--- src/rtl/uart_mvm_system_if.sv ---
// Pin bundle of the Tiny Tapeout-style wrapper: master drives the inputs, slave drives the outputs.
interface uart_mvm_system_if;
  logic [7:0] ui_in;
  logic [7:0] uo_out;
  logic [7:0] uio_in;
  logic [7:0] uio_out;
  logic [7:0] uio_oe;
  logic       ena;

  modport master (output ui_in, uio_in, ena, input uo_out, uio_out, uio_oe);
  modport slave  (input ui_in, uio_in, ena, output uo_out, uio_out, uio_oe);
endinterface

--- src/rtl/uart_mvm_system.sv ---
// UART-fed signed matrix-vector multiplier (Y = K*X) returning Y over UART TX.
// Optional macro UART_RX_SYNC_EN adds a 2-flop synchronizer on the RX pin.
module tt_um_uart_mvm #(
  parameter int unsigned CLOCKS_PER_PULSE = 4,
  parameter int unsigned BITS_PER_WORD    = 8,
  parameter int unsigned PACKET_SIZE_TX   = 13,
  parameter int unsigned R                = 4,
  parameter int unsigned C                = 4,
  parameter int unsigned W_X              = 4,
  parameter int unsigned W_K              = 2,
  parameter int unsigned W_Y_OUT          = 8
) (
  input logic                clk,
  input logic                rst,
  uart_mvm_system_if.slave   pins
);
  localparam int unsigned W_Y        = W_X + W_K + $clog2(C);
  localparam int unsigned W_BUS_KX   = R * C * W_K + C * W_X;
  localparam int unsigned W_BUS_Y    = R * W_Y_OUT;
  localparam int unsigned N_WORDS_KX = W_BUS_KX / BITS_PER_WORD;
  localparam int unsigned N_WORDS_Y  = W_BUS_Y / BITS_PER_WORD;
  localparam int unsigned W_BAUD     = $clog2(CLOCKS_PER_PULSE + 1);
  localparam int unsigned W_RXBIT    = $clog2(BITS_PER_WORD + 1);
  localparam int unsigned W_TXBIT    = $clog2(PACKET_SIZE_TX + 1);
  localparam int unsigned W_KXCNT    = $clog2(N_WORDS_KX + 1);
  localparam int unsigned W_YCNT     = $clog2(N_WORDS_Y + 1);

  typedef enum logic [1:0] {RX_IDLE, RX_START, RX_DATA, RX_STOP} rx_state_e;
  typedef enum logic       {TX_IDLE, TX_SEND} tx_state_e;

  logic rx_s;
  logic unused_pins;

  rx_state_e                rx_state_q, rx_state_d;
  logic [W_BAUD-1:0]        rx_baud_q, rx_baud_d;
  logic [W_RXBIT-1:0]       rx_bit_q, rx_bit_d;
  logic [BITS_PER_WORD-1:0] rx_data_q, rx_data_d;
  logic [W_KXCNT-1:0]       byte_cnt_q, byte_cnt_d;
  logic [W_BUS_KX-1:0]      bus_kx_q, bus_kx_d;
  logic                     frame_done_q, frame_done_d;

  logic [W_BUS_Y-1:0]       y_bus_c;
  logic [W_BUS_Y-1:0]       out_q;
  logic                     pending_q, pending_d;

  tx_state_e                tx_state_q, tx_state_d;
  logic [W_BAUD-1:0]        tx_baud_q, tx_baud_d;
  logic [W_TXBIT-1:0]       tx_bit_q, tx_bit_d;
  logic [W_YCNT-1:0]        tx_byte_q, tx_byte_d;
  logic [W_BUS_Y-1:0]       tx_buf_q, tx_buf_d;
  logic                     tx_q, tx_d;
  logic                     tx_load_c;
  logic [BITS_PER_WORD-1:0] tx_cur_c, tx_shift_c;

  assign unused_pins = ^{pins.ena, pins.uio_in, pins.ui_in[7:1]};

`ifdef UART_RX_SYNC_EN
  logic [1:0] rx_sync_q;
  always_ff @(posedge clk) begin
    if (rst) rx_sync_q <= 2'b11;
    else     rx_sync_q <= {rx_sync_q[0], pins.ui_in[0]};
  end
  assign rx_s = rx_sync_q[1];
`else
  assign rx_s = pins.ui_in[0];
`endif

  // RX: mid-bit sampling, stop bit must be high for the byte to be kept
  always_comb begin
    rx_state_d   = rx_state_q;
    rx_baud_d    = rx_baud_q;
    rx_bit_d     = rx_bit_q;
    rx_data_d    = rx_data_q;
    byte_cnt_d   = byte_cnt_q;
    bus_kx_d     = bus_kx_q;
    frame_done_d = 1'b0;
    unique case (rx_state_q)
      RX_IDLE: begin
        if (!rx_s) begin
          rx_state_d = RX_START;
          rx_baud_d  = '0;
        end
      end
      RX_START: begin
        if (rx_baud_q == W_BAUD'(CLOCKS_PER_PULSE / 2 - 1)) begin
          rx_baud_d  = '0;
          rx_bit_d   = '0;
          rx_state_d = rx_s ? RX_IDLE : RX_DATA;
        end else begin
          rx_baud_d = rx_baud_q + W_BAUD'(1);
        end
      end
      RX_DATA: begin
        if (rx_baud_q == W_BAUD'(CLOCKS_PER_PULSE - 1)) begin
          rx_baud_d = '0;
          rx_data_d = {rx_s, rx_data_q[BITS_PER_WORD-1:1]};
          if (rx_bit_q == W_RXBIT'(BITS_PER_WORD - 1)) rx_state_d = RX_STOP;
          else rx_bit_d = rx_bit_q + W_RXBIT'(1);
        end else begin
          rx_baud_d = rx_baud_q + W_BAUD'(1);
        end
      end
      RX_STOP: begin
        if (rx_baud_q == W_BAUD'(CLOCKS_PER_PULSE - 1)) begin
          rx_state_d = RX_IDLE;
          if (rx_s) begin
            bus_kx_d[int'(byte_cnt_q) * BITS_PER_WORD +: BITS_PER_WORD] = rx_data_q;
            if (byte_cnt_q == W_KXCNT'(N_WORDS_KX - 1)) begin
              byte_cnt_d   = '0;
              frame_done_d = 1'b1;
            end else begin
              byte_cnt_d = byte_cnt_q + W_KXCNT'(1);
            end
          end
        end else begin
          rx_baud_d = rx_baud_q + W_BAUD'(1);
        end
      end
      default: rx_state_d = RX_IDLE;
    endcase
  end

  // Signed MVM, accumulated at W_Y bits where overflow cannot occur
  always_comb begin
    logic signed [W_X-1:0] x_v;
    logic signed [W_K-1:0] k_v;
    logic signed [W_Y-1:0] acc;
    y_bus_c = '0;
    x_v     = '0;
    k_v     = '0;
    acc     = '0;
    for (int r = 0; r < R; r++) begin
      acc = '0;
      for (int c = 0; c < C; c++) begin
        x_v = bus_kx_q[W_X * c +: W_X];
        k_v = bus_kx_q[C * W_X + (r * C + c) * W_K +: W_K];
        acc = acc + W_Y'(k_v) * W_Y'(x_v);
      end
      y_bus_c[r * W_Y_OUT +: W_Y_OUT] = W_Y_OUT'(acc);
    end
  end

  // A fresh result always wins over the clear from a TX load in the same cycle
  always_comb begin
    pending_d = pending_q;
    if (tx_load_c)    pending_d = 1'b0;
    if (frame_done_q) pending_d = 1'b1;
  end

  assign tx_cur_c   = tx_buf_q[int'(tx_byte_q) * BITS_PER_WORD +: BITS_PER_WORD];
  assign tx_shift_c = tx_cur_c >> tx_bit_q;

  // TX: frame = start, data LSB first, then high padding up to PACKET_SIZE_TX bits
  always_comb begin
    tx_state_d = tx_state_q;
    tx_baud_d  = tx_baud_q;
    tx_bit_d   = tx_bit_q;
    tx_byte_d  = tx_byte_q;
    tx_buf_d   = tx_buf_q;
    tx_d       = tx_q;
    tx_load_c  = 1'b0;
    unique case (tx_state_q)
      TX_IDLE: begin
        tx_d = 1'b1;
        if (pending_q) begin
          tx_state_d = TX_SEND;
          tx_buf_d   = out_q;
          tx_baud_d  = '0;
          tx_bit_d   = '0;
          tx_byte_d  = '0;
          tx_d       = 1'b0;
          tx_load_c  = 1'b1;
        end
      end
      TX_SEND: begin
        if (tx_baud_q == W_BAUD'(CLOCKS_PER_PULSE - 1)) begin
          tx_baud_d = '0;
          if (tx_bit_q == W_TXBIT'(PACKET_SIZE_TX - 1)) begin
            tx_bit_d = '0;
            if (tx_byte_q == W_YCNT'(N_WORDS_Y - 1)) begin
              tx_state_d = TX_IDLE;
              tx_d       = 1'b1;
            end else begin
              tx_byte_d = tx_byte_q + W_YCNT'(1);
              tx_d      = 1'b0;
            end
          end else begin
            tx_bit_d = tx_bit_q + W_TXBIT'(1);
            tx_d     = (int'(tx_bit_q) < BITS_PER_WORD) ? tx_shift_c[0] : 1'b1;
          end
        end else begin
          tx_baud_d = tx_baud_q + W_BAUD'(1);
        end
      end
      default: tx_state_d = TX_IDLE;
    endcase
  end

  always_ff @(posedge clk) begin
    if (rst) begin
      rx_state_q   <= RX_IDLE;
      rx_baud_q    <= '0;
      rx_bit_q     <= '0;
      rx_data_q    <= '0;
      byte_cnt_q   <= '0;
      bus_kx_q     <= '0;
      frame_done_q <= 1'b0;
      out_q        <= '0;
      pending_q    <= 1'b0;
      tx_state_q   <= TX_IDLE;
      tx_baud_q    <= '0;
      tx_bit_q     <= '0;
      tx_byte_q    <= '0;
      tx_buf_q     <= '0;
      tx_q         <= 1'b1;
    end else begin
      rx_state_q   <= rx_state_d;
      rx_baud_q    <= rx_baud_d;
      rx_bit_q     <= rx_bit_d;
      rx_data_q    <= rx_data_d;
      byte_cnt_q   <= byte_cnt_d;
      bus_kx_q     <= bus_kx_d;
      frame_done_q <= frame_done_d;
      if (frame_done_q) out_q <= y_bus_c;
      pending_q    <= pending_d;
      tx_state_q   <= tx_state_d;
      tx_baud_q    <= tx_baud_d;
      tx_bit_q     <= tx_bit_d;
      tx_byte_q    <= tx_byte_d;
      tx_buf_q     <= tx_buf_d;
      tx_q         <= tx_d;
    end
  end

  assign pins.uo_out  = {7'b0, tx_q};
  assign pins.uio_out = 8'h00;
  assign pins.uio_oe  = 8'h00;
endmodule

module uart_mvm_system #(
  parameter int unsigned CLOCKS_PER_PULSE = 4,
  parameter int unsigned BITS_PER_WORD    = 8,
  parameter int unsigned PACKET_SIZE_TX   = 13,
  parameter int unsigned R                = 4,
  parameter int unsigned C                = 4,
  parameter int unsigned W_X              = 4,
  parameter int unsigned W_K              = 2,
  parameter int unsigned W_Y_OUT          = 8
) (
  input  logic       clk,
  input  logic       rst,
  input  logic [7:0] ui_in,
  output logic [7:0] uo_out,
  input  logic [7:0] uio_in,
  output logic [7:0] uio_out,
  output logic [7:0] uio_oe,
  input  logic       ena
);
  uart_mvm_system_if pins ();

  assign pins.ui_in  = ui_in;
  assign pins.uio_in = uio_in;
  assign pins.ena    = ena;
  assign uo_out      = pins.uo_out;
  assign uio_out     = pins.uio_out;
  assign uio_oe      = pins.uio_oe;

  tt_um_uart_mvm #(
    .CLOCKS_PER_PULSE(CLOCKS_PER_PULSE),
    .BITS_PER_WORD   (BITS_PER_WORD),
    .PACKET_SIZE_TX  (PACKET_SIZE_TX),
    .R               (R),
    .C               (C),
    .W_X             (W_X),
    .W_K             (W_K),
    .W_Y_OUT         (W_Y_OUT)
  ) u_core (
    .clk (clk),
    .rst (rst),
    .pins(pins)
  );
endmodule

--- config.mk ---
export PLATFORM = sky130hd
export DESIGN_NAME = uart_mvm_system
export DESIGN_NICKNAME = d
export VERILOG_FILES = /design/src/rtl/uart_mvm_system_if.sv /design/src/rtl/uart_mvm_system.sv
export SDC_FILE = /design/constraint.sdc
export NUM_CORES = 1
export LEC_CHECK = 0
export BUFFER_PORTS_ARGS = -buffer_cell sky130_fd_sc_hd__buf_2
export CORE_MARGIN = 4
export CORE_UTILIZATION = 35
export DETAILED_ROUTE_END_ITERATION = 12
export MAX_ROUTING_LAYER = met4
export PLACE_DENSITY = 0.51
export REMOVE_ABC_BUFFERS = 1
export SYNTH_ARGS = -nofsm -noshare
export SYNTH_HDL_FRONTEND = slang
export SYNTH_SLANG_ARGS = --single-unit
--- constraint.sdc ---
create_clock -name clk -period 5.2 [get_ports clk]
set_input_delay 1.04 -clock clk [delete_from_list [all_inputs] [get_ports clk]]
set_output_delay 1.04 -clock clk [all_outputs]
set_load 0.02 [all_outputs]
==> results.json <==
{
  "cts_hold_buf": 0,
  "initial_utilization_pct": 35.63,
  "grt_pass1_vias": 8362,
  "r2r.worst_path.cells": 14,
  "ir_drop_mv": 0.2185,
  "synth-edff-count": 0,
  "arrival_ns": 4.67,
  "synth-seq-area-share_pct": 25.15,
  "regToRegSetupSlack_ns": 0.85,
  "min_period_ns": 4.349,
  "vias_per_cell": 4.698,
  "grt_max_degree": 70,
  "grt_usage_pct": 15.14,
  "num-fill-cells": 3327,
  "finalCritPeriodShare_pct": 83.64,
  "synth_top_flop_cell": "dfxtp_1",
  "cts_tree": "yes",
  "hpwl_um": 19200,
  "end_kind": "register",
  "worstPathRequired_ns": 5.52,
  "dr.pass1.iters": 5,
  "drv_slew": 0,
  "leakagePower_nw": 5.822,
  "ctsResizeCount": 0,
  "drc": 0,
  "clkTransAtPathRegs_ns": 0.06,
  "htreeDepth": 4,
  "clk_path_buf_depth": 2,
  "crit_path_frequent_cell": "fa_1",
  "critPathMaxFanout": 9,
  "synth_top_area_share_pct": 25.15,
  "antenna_found_initial": 1,
  "tns_ns": 0,
  "criticalPathCategory": "register to register",
  "coreArea_um2": 32620,
  "pre_cts_ws_ns": 0.8308,
  "ys_async_sr_fraction_pct": 0,
  "grt.overflow.total": 0,
  "power_density_nw_per_um2": 193.6,
  "min_path_type": "register to register",
  "status": "finished clean",
  "final_util_pct": 38.37,
  "clockRootBuffer": "clkbuf_16",
  "holdPathEnd": "u_core.tx_buf_q[30]",
  "num_rows": 66,
  "numCtsBuffers": 17,
  "grt_pass1_wl_um": 42970,
  "slowest_stage": "dfxtp_1",
  "cts_sinks": 146,
  "crit_chain": "nor2b_1 > fa_1 > ha_1 > fa_1 > fa_1 > inv_1 > fa_1 > inv_1 > ha_1 > nor2b_1 > o21a_1 > o21ai_1 > a21oi_1 > nor4_1",
  "die_w_um": 190.2,
  "worstHoldStart": "u_core.out_q[30]",
  "final_antenna_net_count": 0,
  "rsz0062_at_grt": "no",
  "finClkSkew_ns": 0.01267,
  "ys_types": 64,
  "critPathLaunchType": "register",
  "hold_viol": 0,
  "min_delay_path_depth": 2,
  "slowest_delay_ns": 0.62,
  "synth_most_common_cell": "inv_1",
  "reg2reg_to": "u_core.out_q[15]",
  "r2r-start": "u_core.bus_kx_q[8]",
  "clk_latency_ns": 0.43,
  "setup_violations": 0,
  "netlist_top_cells_area": "dfxtp_1 25%, fa_1 14%, ha_1 13%",
  "netlist_area_um2": 11620,
  "worstMarginPinSlew_ns": 0.8516,
  "synthTopCellsByCount": "147 x inv_1, 146 x dfxtp_1, 133 x nand2_1, 122 x ha_1, 120 x a21oi_1",
  "ys_ff_latch": 146,
  "io_buffers": 3,
  "yosysTopAreaCell": "dfxtp_1",
  "maxSlewHeadroom_pct": 43.11,
  "yosys_warnings": 0,
  "vias": 8208,
  "fmax_ghz": 0.2299,
  "maxCapViolations": 0,
  "drt_iter0_markers": 299,
  "die_height_um": 190.2,
  "syn_inst": 1323,
  "num-nets-final": 1516,
  "finalWorstSetupSlack_ns": 0.8508,
  "routedWlPerCell_um": 14.43,
  "place_congestion": 0.7811,
  "ioPinCount": 43,
  "die_area_um2": 36190,
  "avgSynthCellArea_um2": 8.785,
  "cts_setup_buffers": 0,
  "area_growth_pct": 7.687,
  "routed_wl_um": 25200,
  "final_layout_size_suffix_gt1_share_pct": 5.138
}
power by group:
part / switching [mW] / internal, mW
Clock: 0.509 / 0.728
Combinational: 0.0464 / 0.0128
Sequential: 0.00523 / 1.12
cells by family after synthesis:
kind of cell               count (synthesis)  share of synthesized area [%]
and+or+nand+nor                          438                          18.84
adders and majority gates                206                          27.60
AOI/OAI and AO/OA                        194                          10.07
muxes                                     56                          6.136
other                                      1                        0.03227
DFF                                      146                          25.15
xor gates and xnor gates                  47                          3.542
buffers and inverters                    235                          8.634
critical path, delay by kind of cell, from the launching register on:
kind / cells / cell delay, ns
adders and majority gates: 6 / 2.48
AOI/OAI and AO/OA: 3 / 0.47
DFF: 1 / 0.62
buffers and inverters: 2 / 0.10
and+or+nand+nor: 3 / 0.56
state kept, by name (all words and copies together), names as in the netlist, 3 cells and up, named ones only:
signal / cells
u_core.rx_bit_q: 4
u_core.tx_buf_q: 32
u_core.out_q: 32
u_core.rx_baud_q: 3
u_core.tx_byte_q: 3
u_core.rx_data_q: 8
u_core.byte_cnt_q: 3
u_core.bus_kx_q: 48
u_core.tx_bit_q: 4
u_core.tx_baud_q: 3
worst max-delay path by stage:
stage | startpoint | endpoint | slack, ns | depth (start not counted)
2_1_floorplan | u_core.bus_kx_q[12] | u_core.out_q[7] | 1.29 | 14
3_3_place_gp | u_core.bus_kx_q[12] | u_core.out_q[23] | 0.87 | 14
3_5_place_dp | u_core.bus_kx_q[12] | u_core.out_q[23] | 0.83 | 14
4_1_cts | u_core.bus_kx_q[12] | u_core.out_q[23] | 0.80 | 14
5_1_grt | u_core.bus_kx_q[8] | u_core.out_q[15] | 0.47 | 14
6_report | u_core.bus_kx_q[8] | u_core.out_q[15] | 0.85 | 14
cells in the final DEF, fill, tap and decap left out, drive strengths merged, types with 9 or more instances in the layout:
master  count
mux2i      39
a21oi     120
a21o       22
mux4        9
nor3       10
nor2       85
ha        122
nor2b      35
xor2       32
conb       23
fa         84
xnor2      15
nand3      57
buf        14
and2       45
dfxtp     146
o21bai     10
nand2     134
o21ai      11
inv       151
nand2b     31
clkbuf     19
final cells by class:
type	count	area, µm²	area share, %
Multi-Input combinational cell	964	7781	62.17
Sequential cell	146	2924	23.36
Inverter	148	560.5	4.479
Tap cell	442	553.0	4.419
Clock buffer	19	442.9	3.539
Clock inverter	13	151.4	1.210
Timing Repair Buffer	14	100.1	0.7998
Antenna cell	1	2.502	0.01999
through the flow:
stage | hold WS [ns] | total power, mW | instances | instance area [µm²]
floorplan | 0.4210 | 1.185 | 1258 | 11260
global placement | 0.4376 | 1.211 | 1714 | 11920
detailed placement | 0.4417 | 1.212 | 1714 | 11920
CTS | 0.4511 | 2.458 | 1746 | 12510
global route | 0.4655 | 2.519 | 1746 | 12510
finish | 0.4497 | 2.424 | 1747 | 12520
per-layer routing:
layer | track usage (%) | wire length (µm)
met1 | 20.44 | 12620
met2 | 24.57 | 11770
met3 | 2.234 | 538
met4 | 2.928 | 268
met5 | - | 0
(Power assumes the default switching activity.)
